## src/rtl/clk_enable_gen.sv

```systemverilog
// -----------------------------------------------------------------------------
// clk_enable_gen
//   Multi-channel, runtime-programmable clock-enable generator. Each channel
//   divides the system clock by its own divisor D. It produces two outputs:
//     - a one-cycle tick at the start of every period
//     - a square wave that is high for ceil(D/2) cycles and low for floor(D/2)
//   A new divisor is held as pending and only becomes active at a period
//   boundary, so no period is ever truncated or stretched. A global sync
//   restarts every channel together.
//
//   Optional feature: CLKGEN_PHASE_EN. When this macro is defined, each write
//   also carries a phase. On sync, that phase is loaded into the counter, so
//   the channels can be skewed against each other.
//
// Ports
//   clk_in          system clock
//   rst_in          asynchronous, active-high reset
//   cfg_valid_in    a divisor write is offered
//   cfg_ready_out   the write can be accepted this cycle (combinational)
//   cfg_ch_in       target channel of the write
//   cfg_div_in      new divisor; values below 2 are clamped to 2
//   cfg_phase_in    sync phase for the channel (only with CLKGEN_PHASE_EN)
//   sync_in         realign all channels
//   tick_out        per-channel period-start strobe (registered)
//   clk_out         per-channel square wave (registered)
// -----------------------------------------------------------------------------

// Per-channel divider: active/pending divisor pair, period counter, outputs.
module clk_enable_ch #(
  parameter int DIV_W       = 16,
  parameter int DEFAULT_DIV = 4
) (
  input  logic             clk_in,
  input  logic             rst_in,
  input  logic             sync_i,
  input  logic             wr_i,       // accepted write targeting this channel
  input  logic [DIV_W-1:0] wr_div_i,   // already clamped to >= 2
`ifdef CLKGEN_PHASE_EN
  input  logic [DIV_W-1:0] wr_phase_i,
`endif
  output logic             tick_o,
  output logic             clk_o,
  output logic             pend_o
);

  logic [DIV_W-1:0] div_q, div_d;
  logic [DIV_W-1:0] div_pend_q, div_pend_d;
  logic [DIV_W-1:0] cnt_q, cnt_d;
  logic             pend_q, pend_d;
  logic             tick_q, tick_d;
  logic             clk_q, clk_d;
  logic             wrap;
  logic [DIV_W:0]   half;  // ceil(D'/2); one extra bit so D = 2^DIV_W-1 cannot overflow
`ifdef CLKGEN_PHASE_EN
  logic [DIV_W-1:0] phase_q, phase_d;
  logic [DIV_W-1:0] phase_pend_q, phase_pend_d;
`endif

  assign wrap = (cnt_q == div_q - DIV_W'(1));

  always_comb begin
    div_d      = div_q;
    div_pend_d = div_pend_q;
    pend_d     = pend_q;
    cnt_d      = cnt_q + DIV_W'(1);
`ifdef CLKGEN_PHASE_EN
    phase_d      = phase_q;
    phase_pend_d = phase_pend_q;
`endif
    // A period boundary, or a sync, is the only place a pending divisor
    // becomes active.
    if (sync_i || wrap) begin
      cnt_d = '0;
      if (pend_q) begin
        div_d  = div_pend_q;
        pend_d = 1'b0;
`ifdef CLKGEN_PHASE_EN
        phase_d = phase_pend_q;
`endif
      end
    end
`ifdef CLKGEN_PHASE_EN
    // The sync phase is checked against the divisor in force after this edge.
    if (sync_i) cnt_d = (phase_d >= div_d) ? '0 : phase_d;
`endif
    // A write is only accepted while nothing is pending. So it never collides
    // with an apply above. A write on a wrap or sync edge waits for the next
    // boundary.
    if (wr_i) begin
      pend_d     = 1'b1;
      div_pend_d = wr_div_i;
`ifdef CLKGEN_PHASE_EN
      phase_pend_d = wr_phase_i;
`endif
    end
    half   = ({1'b0, div_d} + (DIV_W+1)'(1)) >> 1;
    tick_d = (cnt_d == '0);
    clk_d  = ({1'b0, cnt_d} < half);
  end

  always_ff @(posedge clk_in or posedge rst_in) begin
    if (rst_in) begin
      div_q      <= DIV_W'(DEFAULT_DIV);
      cnt_q      <= DIV_W'(DEFAULT_DIV - 1);  // first edge after reset wraps -> tick
      div_pend_q <= '0;
      pend_q     <= 1'b0;
      tick_q     <= 1'b0;
      clk_q      <= 1'b0;
`ifdef CLKGEN_PHASE_EN
      phase_q      <= '0;
      phase_pend_q <= '0;
`endif
    end else begin
      div_q      <= div_d;
      cnt_q      <= cnt_d;
      div_pend_q <= div_pend_d;
      pend_q     <= pend_d;
      tick_q     <= tick_d;
      clk_q      <= clk_d;
`ifdef CLKGEN_PHASE_EN
      phase_q      <= phase_d;
      phase_pend_q <= phase_pend_d;
`endif
    end
  end

  assign tick_o = tick_q;
  assign clk_o  = clk_q;
  assign pend_o = pend_q;

endmodule

module clk_enable_gen #(
  parameter int NUM_CH      = 4,
  parameter int DIV_W       = 16,
  parameter int DEFAULT_DIV = 4,
  localparam int CH_W       = (NUM_CH > 1) ? $clog2(NUM_CH) : 1
) (
  input  logic              clk_in,
  input  logic              rst_in,
  input  logic              cfg_valid_in,
  output logic              cfg_ready_out,
  input  logic [CH_W-1:0]   cfg_ch_in,
  input  logic [DIV_W-1:0]  cfg_div_in,
`ifdef CLKGEN_PHASE_EN
  input  logic [DIV_W-1:0]  cfg_phase_in,
`endif
  input  logic              sync_in,
  output logic [NUM_CH-1:0] tick_out,
  output logic [NUM_CH-1:0] clk_out
);

  logic [NUM_CH-1:0] pend;
  logic [DIV_W-1:0]  div_clamped;
  logic              cfg_acc;

  // Writes to a channel index that does not exist are always ready. They are
  // accepted and then dropped, because no lane matches the index.
  always_comb begin
    cfg_ready_out = 1'b1;
    for (int i = 0; i < NUM_CH; i++)
      if (cfg_ch_in == CH_W'(i)) cfg_ready_out = !pend[i];
  end

  assign cfg_acc     = cfg_valid_in && cfg_ready_out;
  assign div_clamped = (cfg_div_in < DIV_W'(2)) ? DIV_W'(2) : cfg_div_in;

  for (genvar g = 0; g < NUM_CH; g++) begin : g_ch
    clk_enable_ch #(
      .DIV_W       (DIV_W),
      .DEFAULT_DIV (DEFAULT_DIV)
    ) u_ch (
      .clk_in     (clk_in),
      .rst_in     (rst_in),
      .sync_i     (sync_in),
      .wr_i       (cfg_acc && (cfg_ch_in == CH_W'(g))),
      .wr_div_i   (div_clamped),
`ifdef CLKGEN_PHASE_EN
      .wr_phase_i (cfg_phase_in),
`endif
      .tick_o     (tick_out[g]),
      .clk_o      (clk_out[g]),
      .pend_o     (pend[g])
    );
  end

endmodule

```

## config.mk

```make
export PLATFORM = sky130hd
export DESIGN_NAME = clk_enable_gen
export DESIGN_NICKNAME = d
export VERILOG_FILES = /design/src/rtl/clk_enable_gen.sv
export SDC_FILE = /design/constraint.sdc
export NUM_CORES = 1
export LEC_CHECK = 0
export CAP_MARGIN = 20
export CORE_MARGIN = 2
export CORE_UTILIZATION = 40
export CTS_CLUSTER_DIAMETER = 40
export DETAILED_ROUTE_END_ITERATION = 10
export HOLD_SLACK_MARGIN = 0.08
export PLACE_DENSITY = 0.62
export SLEW_MARGIN = 0
export SYNTH_ARGS = -nofsm -noshare
export SYNTH_HDL_FRONTEND = slang
export SYNTH_SLANG_ARGS = --single-unit
```

## constraint.sdc

```tcl
create_clock -name clk_in -period 8.4 [get_ports clk_in]
set_input_delay 2.1 -clock clk_in [delete_from_list [all_inputs] [get_ports clk_in]]
set_output_delay 2.1 -clock clk_in [all_outputs]
set_load 0.1 [all_outputs]
```

======== Word level (Yosys, flattened, before mapping) ========
Cells that the tools add are included.
operators by class
  add/sub/neg operators ................... 12
  $lt $le $gt $ge ......................... 5
  equal/unequal tests ..................... 7
  muxes and demuxes ....................... 25
  reduce and logical (&&, ||, !) cells .... 22
operators with widths
  operator                                             number
  2-to-1 mux 16 bit                                    13
  adder 16 x 1 -> 17 bit, second input constant        4
  adder 16 x 1 -> 16 bit, second input constant        4
  equality test 16 bit                                 4
  logical NOT 16 bit                                   4
  < comparator 16 bit                                  4
  subtractor 16 x 1 -> 16 bit, second input constant   4
  < comparator 16 x 2 -> 1 bit, second input constant  1
  2-to-1 mux 1 bit                                     12
  nonzero test 2 bit                                   4
  logical AND 1 bit                                    5
  equality test 2 bit, second input constant           2
  logical NOT 1 bit                                    4
  logical OR 1 bit                                     4
  equality test 2 x 1 -> 1 bit, second input constant  1
  logical NOT 2 bit                                    1
word-level totals
  register bits ........................... 204
  bits of input ports ..................... 22
  output and inout bits ................... 9
  logic and storage cells ................. 95

======== Depth between registers and ports, before layout ========
  depth after elaboration ................. 8
  mapped depth ............................ 27
  gate-level depth less buffers ........... 25

======== Hierarchy ========
A second synthesis with hierarchy kept.
second synthesis, totals
  cell total of the unflattened synthesis .. 1,642
  area total of the unflattened synthesis .. 15,339.7 µm²
by module, submodules not included
  module                             times used  cells an instance  area an instance (µm²)  sequential area each (µm²)
  clk_enable_ch at g_ch[0].u_ch ...  3           404                3,797.4                 1,280.0
  clk_enable_ch at g_ch[1].u_ch      1           402                3,787.4                 1,280.0
  clk_enable_gen                     1           28                 160.2                   0.0

======== Least setup slack after synthesis ========
No wires, ideal clock.
  path type ............................... input-to-reg
  start point ............................. input sync_in
  end point ............................... register g_ch[0].u_ch.clk_q
  setup time .............................. 88 ps
  data arrival time ....................... 6,056 ps
  required time ........................... 8,312 ps
  path slack .............................. 2,255 ps
  cell stages on the path ................. 21
  buffers on the path ..................... 4
  path through ............................ buf_1 -> a32oi_2 -> buf_2 -> buf_4 -> nand2_1 -> o21ai_0 -> ha_1 -> clkbuf_1 -> nand2_1 -> or3_1 -> mux2i_1 -> xnor2_1 -> ha_1 -> a21o_1 -> a21o_1 -> a21o_1 -> a21o_1 -> a21o_1 -> a21o_1 -> a221o_1 -> a41oi_1
between the ends
  word-level cells in the longest chain between the ends .. 4
  elaborated cells between the ends (all ways) .. 5
  those cells by class .................... add/sub (1); order compare (1); mux (2); reduce/logical (1)
RTL lines
  what                       RTL line  text
  start: declaration         148       input logic sync_in,
  logical OR 1 bit           72        if (sync_i || wrap) begin
  2-to-1 mux 16 bit          72
  net g_ch[0].u_ch.div_d[0]  46        logic [DIV_W-1:0] div_q, div_d;
  adder 16 x 1 -> 17 bit     96        half = ({1'b0, div_d} + (DIV_W+1)'(1)) >> 1;
  < comparator 16 bit        98        clk_d = ({1'b0, cnt_d} < half);
  net g_ch[0].u_ch.clk_d     51        logic clk_q, clk_d;
  end signal: assignment     119       clk_q <= clk_d;
  end: declaration           51
The timed path passes the listed nets, and every way through them passes these cells.
A chain may end at the register's enable or synchronous reset.

======== Worst setup path in the final report ========
  start point ............................. input sync_in
  end point ............................... register g_ch[3].u_ch.clk_q
between the ends
  word-level cells in the longest chain between the ends .. 4
  elaborated cells between the ends (all ways) .. 5
  those cells by class .................... add/sub (1); order compare (1); mux (2); reduce/logical (1)
RTL lines
  what                       RTL line
  logical OR 1 bit           72
  2-to-1 mux 16 bit          72
  net g_ch[3].u_ch.div_d[0]  46
  adder 16 x 1 -> 17 bit     96
  < comparator 16 bit        98
  net g_ch[3].u_ch.clk_d     51
  end signal: assignment     119
  end: declaration           51
The timed path passes the listed nets, and every way through them passes these cells.

==> results.json <==
{
  "whs_ns": 0.503,
  "cts_resized": 0,
  "drc": 0,
  "antenna_left": 0,
  "ys_seq_elements": 204,
  "power_leakage_nw": 7.30,
  "cts_root_buf": "clkbuf_16",
  "n_fill_cell": 3507,
  "tightest_slew_ns": 0.993,
  "crit_family": "compound AO/OA/AOI/OAI gates",
  "grt-ovfl-total": 0,
  "r2r_cells": 23,
  "ir_drop_uv": 201,
  "hp-class": "flop to flop",
  "yosysWarnings": 0,
  "regToRegStartpoint": "g_ch[3].u_ch.div_q[5]",
  "synth_top_family_by_area": "simple AND/OR/NAND/NOR gates",
  "setup-violations-final": 0,
  "synthSimpleGateAreaFrac": 0.218,
  "worst-path-stages": 20,
  "cap_violations": 0,
  "netlist_area_sq_um": 14800,
  "drt-total-wl_um": 36800,
  "wl_per_cell_um": 17.6,
  "worstPathArrival_ns": 7.05,
  "synth-edff-count": 0,
  "cp_slowest_cell": "clkdlybuf4s50_1",
  "relSlewSlack": 0.321,
  "critical_path_class": "input pin to flop",
  "synth_top_flop_cell": "dfrtp_1",
  "clk_path_buf_depth": 3,
  "cts.clk_slew.worst_paths_ns": 0.05,
  "postCtsSetupBuffers": 0,
  "yosys.area_share.xor_xnor": 0.120,
  "worstSkewPairLatency_ns": 0.53,
  "drtIter0Drc": 787,
  "synth_compound_area_frac": 0.0965,
  "drv_slew": 0,
  "worst-path-buf-inv": 2,
  "dieWidth_um": 196,
  "regArea_sq_um": 5120,
  "rsz0062_at_grt": "no",
  "min_period_ns": 6.62,
  "design_area_sq_um": 16700,
  "r2r_setup_slack_ns": 1.92,
  "crit_path_end_kind": "flop",
  "reg2reg_to": "g_ch[3].u_ch.clk_o",
  "max_freq_ghz": 0.151,
  "synthAdderAreaFrac": 0.0610,
  "area_growth_pct": 13.2,
  "cts_max_level": 2,
  "portBuffers": 30,
  "crit_start": "sync_in",
  "grt_pass1_vias": 11800,
  "cts_sinks": 204,
  "critPathMaxStageDelay_ns": 0.66,
  "avgViaCountPerCell": 5.63,
  "numCtsBuffers": 39,
  "core-area_sq_um": 36400,
  "cts_tree": "built",
  "fin_crit_sh": 0.789,
  "muxShareOfSynthArea": 0.113,
  "num_vias": 11800,
  "crit_top_cell": "a21o_1",
  "grt_pass1_wl_um": 61700,
  "placed_cell_area_sq_um": 15200,
  "gp_congestion": 0.853,
  "hpwl_um": 27100,
  "synth-seq-area-share": 0.347,
  "synth_area_per_cell_sq_um": 9.08,
  "path_cells": "clkdlybuf4s50_1 > buf_4 > a32oi_2 > mux2_2 > ha_1 > and4_1 > and3_1 > nand2_1 > xor2_1 > nor2_1 > a21oi_1 > ha_1 > a21o_1 > a21o_1 > a21o_1 > a21o_1 > a21o_1 > a21o_1 > a221oi_1 > a21boi_0",
  "grt_util_all_layers": 0.196,
  "syn_inst": 1626,
  "required_ns": 8.82,
  "tns_ns": 0,
  "nNetsFinal": 1690,
  "fp-row-count": 70,
  "drive_gt1_frac": 0.141,
  "power_density_nw_per_um2": 283,
  "antenna_found_initial": 2,
  "fin_skew_ns": 0.0178,
  "multiInputGateArea_sq_um": 9010,
  "synth_cell_types": 81,
  "hold_buffers": 0,
  "synth.net_count": 1720,
  "dieArea_sq_um": 38400,
  "final_hold_viol_count": 0,
  "layout_commonest_cell": "dfrtp_1",
  "status": "finished, final reports clean",
  "setup.worst_path.end": "g_ch[3].u_ch.clk_o",
  "ys_async_sr_fraction": 1.00,
  "die-height_um": 196,
  "start_util": 0.405,
  "path_max_fanout": 14,
  "start_kind": "input pin",
  "layout_common_cells": "dfrtp_1, nor2_1, nand2_1",
  "firstDrtPassIters": 5,
  "grt_max_degree": 131,
  "ios": 31
}
==> tightest hold or removal path: cells and delay by family (launching register included) <==
kind             cells  cell delay [ns]
and+or+nand+nor      2             0.11
DFF                  1             0.36
==> sequential cells by signal (all words and copies together), names as in the netlist <==
signal and cells:
g_ch.u_ch.pend_o 4, g_ch.u_ch.cnt_q 64, g_ch.u_ch.div_q 64, g_ch.u_ch.div_pend_q 64
g_ch.u_ch.tick_o 4, g_ch.u_ch.clk_o 4
==> report_power, final <==
group | switching, mW | total (mW) | internal, mW
clock | 0.547 | 1.73 | 1.18
combinational | 0.723 | 1.38 | 0.659
sequential | 0.406 | 1.61 | 1.20
total | 1.68 | 4.72 | 3.05
==> logic make-up (layout without fill, tap and decap cells) <==
family / count (synthesis) / count (layout)
and+or+nand+nor: 638 / 638
DFF: 204 / 204
adders and majority gates: 72 / 72
muxes: 152 / 152
buffers and inverters: 155 / 156
xor gates and xnor gates: 202 / 202
other: 0 / 1
AOI/OAI and AO/OA: 203 / 203
==> metrics by stage <==
stage                     total power, mW  setup WS, ns   util  cells
after detailed placement             3.00          1.29  0.419   2022
after global routing                 5.02          1.54  0.458   2095
after CTS                            4.76          1.77  0.458   2094
after global placement               2.96          1.38  0.419   2022
after floorplan                      2.62         0.752      -   1626
final                                4.72          1.78  0.459   2096
==> routing by layer <==
layer / up-vias / global-route usage / wire (um)
met5: - / 0 / 0
li1: 5727 / - / -
met4: 0 / 0.0614 / 957
met2: 263 / 0.316 / 17000
met3: 74 / 0.0380 / 2030
met1: 5727 / 0.264 / 16800
==> Yosys cell counts, drive strengths merged (4+ instances only) <==
library cell    n  share of area
or4            11         0.0064
a31oi          18         0.0076
clkbuf         78          0.020
mux2i          46          0.031
nor4b           5         0.0030
mux2          105          0.081
o21ai          43          0.015
and4           12         0.0071
a211oi          4         0.0020
o22ai           4         0.0017
ha             72          0.061
nand3b          6         0.0031
a32oi           4         0.0034
nor2          156          0.040
nand4          39          0.017
nand3          87          0.030
a221oi          4         0.0024
nor4           25          0.012
nand2b         12         0.0051
a21oi          37          0.013
dfstp          12          0.021
o21a            4         0.0020
and3b           5         0.0030
o31ai           9         0.0046
dfrtp         192           0.33
or2            13         0.0055
buf            32          0.013
inv            45          0.011
nand2         145          0.037
nor3           40          0.014
xor2           88          0.052
a21o           26          0.013
xnor2         114          0.068
or3            15         0.0064
and2           12         0.0051
a2111oi         6         0.0049
nor2b          11         0.0047
o2111ai         6         0.0036
and3           34          0.014
a22o            4         0.0024
==> worst min-delay path by stage <==
stage,end,cells after the start,start
finish,g_ch[1].u_ch.div_pend_q[10],2,g_ch[1].u_ch.div_pend_q[10]
global route,g_ch[1].u_ch.div_pend_q[8],2,g_ch[1].u_ch.div_pend_q[8]
CTS,g_ch[1].u_ch.div_pend_q[8],2,g_ch[1].u_ch.div_pend_q[8]
detailed placement,g_ch[1].u_ch.div_pend_q[10],2,g_ch[1].u_ch.div_pend_q[10]
global placement,g_ch[1].u_ch.div_pend_q[8],2,g_ch[1].u_ch.div_pend_q[8]
floorplan,g_ch[1].u_ch.div_pend_q[15],2,g_ch[1].u_ch.div_pend_q[15]
==> final cells by class <==
class                   count  share of cell area
multi-input cells        1267               0.539
flip-flops and latches    204               0.306
clock buffers              44              0.0607
well taps                 468              0.0350
clock inverters            28              0.0258
repair buffers             39              0.0222
inverters                  45              0.0106
diodes                      1            0.000150
Power figures use the tool's default switching activity.
